## config.mk

```make
export PLATFORM = sky130hd
export DESIGN_NAME = fifo_ctrl
export DESIGN_NICKNAME = d
export VERILOG_FILES = /design/src/rtl/fifo_pkg.sv /design/src/rtl/fifo_ctrl_ptr.sv /design/src/rtl/fifo_ctrl.sv
export SDC_FILE = /design/constraint.sdc
export NUM_CORES = 1
export LEC_CHECK = 0
export ABC_AREA = 1
export BUFFER_PORTS_ARGS = -buffer_cell sky130_fd_sc_hd__buf_2
export CAP_MARGIN = 15
export CORE_MARGIN = 1.5
export CORE_UTILIZATION = 45
export CTS_CLUSTER_DIAMETER = 80
export DETAILED_ROUTE_END_ITERATION = 8
export MAX_ROUTING_LAYER = met4
export PLACE_DENSITY_LB_ADDON = 0.3
export SYNTH_ARGS = -nofsm -noshare
export SYNTH_HDL_FRONTEND = slang
export SYNTH_HIERARCHICAL = 1
export SYNTH_SLANG_ARGS = --single-unit
```

## constraint.sdc

```tcl
create_clock -name clk -period 3.8 [get_ports clk]
set_input_delay 0.38 -clock clk [delete_from_list [all_inputs] [get_ports clk]]
set_output_delay 0.38 -clock clk [all_outputs]
set_load 0.005 [all_outputs]
```

## src/rtl/fifo_pkg.sv

```systemverilog
// Shared widths and pointer/count types for the FIFO pointer/flag controller.
package fifo_pkg;

    localparam int unsigned FIFO_ADDR_WIDTH = 4;
    localparam int unsigned FIFO_DEPTH      = 1 << FIFO_ADDR_WIDTH;

    typedef logic [FIFO_ADDR_WIDTH-1:0] ptr_t;
    typedef logic [FIFO_ADDR_WIDTH:0]   cnt_t;

endpackage

```

## src/rtl/fifo_ctrl_ptr.sv

```systemverilog
// Wrapping W-bit pointer register that steps by one when enabled.
module fifo_ptr #(
    parameter int unsigned W = 4
) (
    input  logic         clk,
    input  logic         reset,
    input  logic         en,
    output logic [W-1:0] ptr
);

    // Natural W-bit overflow gives the modulo-DEPTH wrap.
    always_ff @(posedge clk or posedge reset) begin
        if (reset) begin
            ptr <= '0;
        end else if (en) begin
            ptr <= ptr + W'(1);
        end
    end

endmodule

```

## src/rtl/fifo_ctrl.sv

```systemverilog
// Pointer/flag controller that turns a register file with an async read port
// into a synchronous FIFO; data never passes through this block.
module fifo_ctrl
    import fifo_pkg::*;
#(
    parameter int unsigned ADDR_WIDTH = FIFO_ADDR_WIDTH,
    parameter int unsigned AF_THRESH  = (1 << ADDR_WIDTH) - 2,
    parameter int unsigned AE_THRESH  = 2
) (
    input  logic                  clk,
    input  logic                  reset,
    input  logic                  wr,
    input  logic                  rd,
    output logic [ADDR_WIDTH-1:0] w_addr,
    output logic [ADDR_WIDTH-1:0] r_addr,
    output logic                  wr_en,
    output logic                  full,
    output logic                  empty,
    output logic                  almost_full,
    output logic                  almost_empty,
    output logic [ADDR_WIDTH:0]   count,
    output logic                  overflow,
    output logic                  underflow
);

    localparam int unsigned DEPTH = 1 << ADDR_WIDTH;
    localparam int unsigned CW    = ADDR_WIDTH + 1;

    logic [CW-1:0] cnt;
    logic          push_ok;
    logic          pop_ok;

    // Flags decode occupancy only, never the current requests.
    always_comb begin
        full         = (cnt == CW'(DEPTH));
        empty        = (cnt == '0);
        almost_full  = (cnt >= CW'(AF_THRESH));
        almost_empty = (cnt <= CW'(AE_THRESH));
        count        = cnt;
    end

    // A push into a full FIFO is fine when a pop vacates the head slot the
    // same cycle; the read port is asynchronous so the old word is read first.
    // Holding wr_en low during reset keeps the stale array untouched.
    always_comb begin
        push_ok = wr & ~reset & (~full | rd);
        pop_ok  = rd & ~empty;
        wr_en   = push_ok;
    end

    fifo_ptr #(.W(ADDR_WIDTH)) u_wptr (
        .clk   (clk),
        .reset (reset),
        .en    (push_ok),
        .ptr   (w_addr)
    );

    fifo_ptr #(.W(ADDR_WIDTH)) u_rptr (
        .clk   (clk),
        .reset (reset),
        .en    (pop_ok),
        .ptr   (r_addr)
    );

    always_ff @(posedge clk or posedge reset) begin
        if (reset) begin
            cnt <= '0;
        end else begin
            case ({push_ok, pop_ok})
                2'b10:   cnt <= cnt + CW'(1);
                2'b01:   cnt <= cnt - CW'(1);
                default: cnt <= cnt;
            endcase
        end
    end

    // One-cycle error pulses for each rejected request.
    always_ff @(posedge clk or posedge reset) begin
        if (reset) begin
            overflow  <= 1'b0;
            underflow <= 1'b0;
        end else begin
            overflow  <= wr & ~push_ok;
            underflow <= rd & ~pop_ok;
        end
    end

endmodule

```

==> results by group <==
CTS
  – Clock-pin slew on the worst setup and hold paths: 0.09 ns
  – Clock sinks: 15
  – Inserted Clock Buffers: 3
  – Htree depth: 1
  – Post-CTS sizing: 0
  – Setup Fix Bufs, Post-CTS: 0
  – Clk_lat worst skew: 0.29 ns
  – Max Root-Sink Buffers: 2
  – CTS tree: done
  – CTS Hold Bufs: 1
  – CTS root buffer: clkbuf_4

Critical path
  – Crit path max fanout: 9
  – CP required: 3.99 ns
  – Critical path class: input pin to register
  – Endpoint class of the critical path: register
  – Worst Path Arrival: 2.62 ns
  – CP startpoint kind: input pin

Run status
  – Status: completed

Routing
  – Starting DRT DRC Count: 9
  – Total number of vias: 753
  – TritonRoute pass-1 iters: 3
  – DRC viols: 0
  – WL final: 1800 µm
  – Post-DRT Antenna Nets: 0
  – WL/cell: 11.2 µm
  – Via/cell ratio: 4.71

Cells and area
  – Nets@finish: 147
  – Post-layout util: 59.4%
  – Layout cells sized above 1: 26.7%
  – Diode count: 0
  – Synthesis-to-layout area growth: 20.9%
  – Post-route insts no fill: 160
  – FILL cells: 177

STA
  – FMAX: 0.412 GHz
  – Count of final max-slew check failures: 0
  – Final Hold Viols: 0
  – Worst rel slew slack: 75.7%
  – RSZ-0062 raised after global routing: no
  – Slew @ Worst Pin: 0.365 ns
  – Clock Skews: 0.00140 ns
  – Final period util: 63.9%
  – Fin Setup TNS: 0 ns
  – PnR worst setup slack: 1.37 ns
  – Final setup violation count: 0
  – Tmin final: 2.43 ns

Synth
  – Synthesized instance count: 107
  – Syn Area/Cell: 8.19 µm²
  – Syn nets: 118
  – Library cells used by synthesis: 21
  – Synthesized flop and latch total: 15
  – Mapped Area: 876 µm²
  – Sequential area share after synthesis: 42.9%
  – Synth warnings: 6

Floorplanning
  – Die X: 47.1 µm
  – # rows: 15
  – Die area: 2220 µm²
  – Core area: 1780 µm²
  – Die Ht: 47.1 µm
  – IO Count: 24
  – Initial Utilization: 49.1%

Power and ir drop
  – Peak VDD IR: 0.381 mV
  – Pwr Density: 802 nW/µm²
  – P_leak: 0.613 nW
  – Final Total Pwr: 0.849 mW

Place
  – Number of port buffers: 23
  – Setup WS pre-CTS: 1.60 ns
  – Hpwl dp: 1390 µm
  – Dpl cells: 155
  – Placer Congestion: 0.827

Global route
  – Vias in the first global route: 659
  – Initial antenna violation count: 0
  – Global-route wire length before repair: 2870 µm
  – Total track usage: 19.6%
  – Total global routing overflow: 0
  – Pin count of the biggest net entering global routing: 10

Min path
  – Worst min path class: input pin to register

Flow run
  – Max_cap viols: 0
-- worst paths after layout --
check	from	endpoint	slack, ns	cells after the start
max in group asynchronous	reset	underflow	2.92	3
setup reg to reg	count[1]	count[4]	1.59	11
setup / recovery	reset	count[4]	1.37	11
hold / removal	rd	underflow	0.34	3
min in group asynchronous	reset	u_wptr/ptr[1]	0.53	3
hold reg to reg	u_wptr/ptr[2]	u_wptr/ptr[2]	0.54	2
-- cell families (layout without fill, tap and decap cells) --
group	Yosys count	count (layout)	synth area share, %
AND/OR/NAND/NOR	57	57	30.4
buffers and inverters	18	46	7.71
flip-flops	15	15	42.9
adder cells (fa/ha/maj)	7	7	10.9
AO/OA/AOI/OAI	5	5	3.14
XOR/XNOR	5	5	5.00
-- registers in the layout (all words and copies together) (netlist names) --
| signal | cells |
|---|---|
| count | 5 |
| overflow | 1 |
| u_rptr/ptr | 4 |
| u_wptr/ptr | 4 |
| underflow | 1 |
-- routing by layer --
layer  track usage (%)  vias up  wire length (µm)
met5                 -        -                 0
met4              10.0        0                36
met3              3.46        5                51
met2              31.0       17               887
met1              23.9      347               821
li1                  -      384                 -
-- cell type report --
class / instances / area (µm²) / share of cell area (%)
multi-input combinational: 74 / 433 / 40.9
sequential: 15 / 375 / 35.5
timing repair buffer: 24 / 125 / 11.8
inverter: 18 / 67.6 / 6.38
tap: 25 / 31.3 / 2.96
clock buffer: 4 / 26.3 / 2.48
-- per-stage QoR --
stage                     hold slack [ns]  cell area, µm²
after floorplan                     0.146             876
after global placement              0.286            1020
after CTS                           0.345            1060
after global routing                0.365            1060
final                               0.343            1060
after detailed placement            0.296            1020
-- layout by cell type, fill, tap and decap left out, drive strengths merged, types with 2 or more instances in the layout --
cell / n
nand2: 32
buf: 23
inv: 18
dfrtp: 15
nor2: 13
nand3: 7
ha: 6
xor2: 4
clkbuf: 4
o21ai: 3
nor3: 2
or2: 2
-- cells in the mapped netlist --
master	n	share of area, %
xor2_1	4	4.0
fa_1	1	2.3
nor2_2	1	0.71
inv_1	17	7.3
a21boi_1	1	0.86
nor3_1	2	1.1
dfrtp_1	15	43
nor2_1	11	4.7
xnor2_1	1	1.0
a21oi_1	1	0.57
nand2_1	28	12
nand3_1	6	3.4
or2_1	1	0.71
o21ai_0	3	1.7
ha_1	6	8.6
nand2_2	4	2.9
nand4_2	1	1.4
nor2_4	1	1.3
or2_4	1	1.0
inv_2	1	0.43
nand3_2	1	1.1
-- worst max-delay path: stages --
cell           delay (ns)
dlygate4sd3_1        0.53
buf_2                0.13
inv_1                0.28
nand3_2              0.15
ha_1                 0.31
ha_1                 0.35
or2_4                0.24
nand2_1              0.08
nand2_1              0.06
nand3_1              0.06
nand2_1              0.05
-- power breakdown --
part / total (mW) / internal (mW) / switching, mW
Clock: 0.0927 / 0.0408 / 0.0519
Sequential: 0.334 / 0.234 / 0.100
Combinational: 0.423 / 0.197 / 0.225
Power figures use the tool's default switching activity.
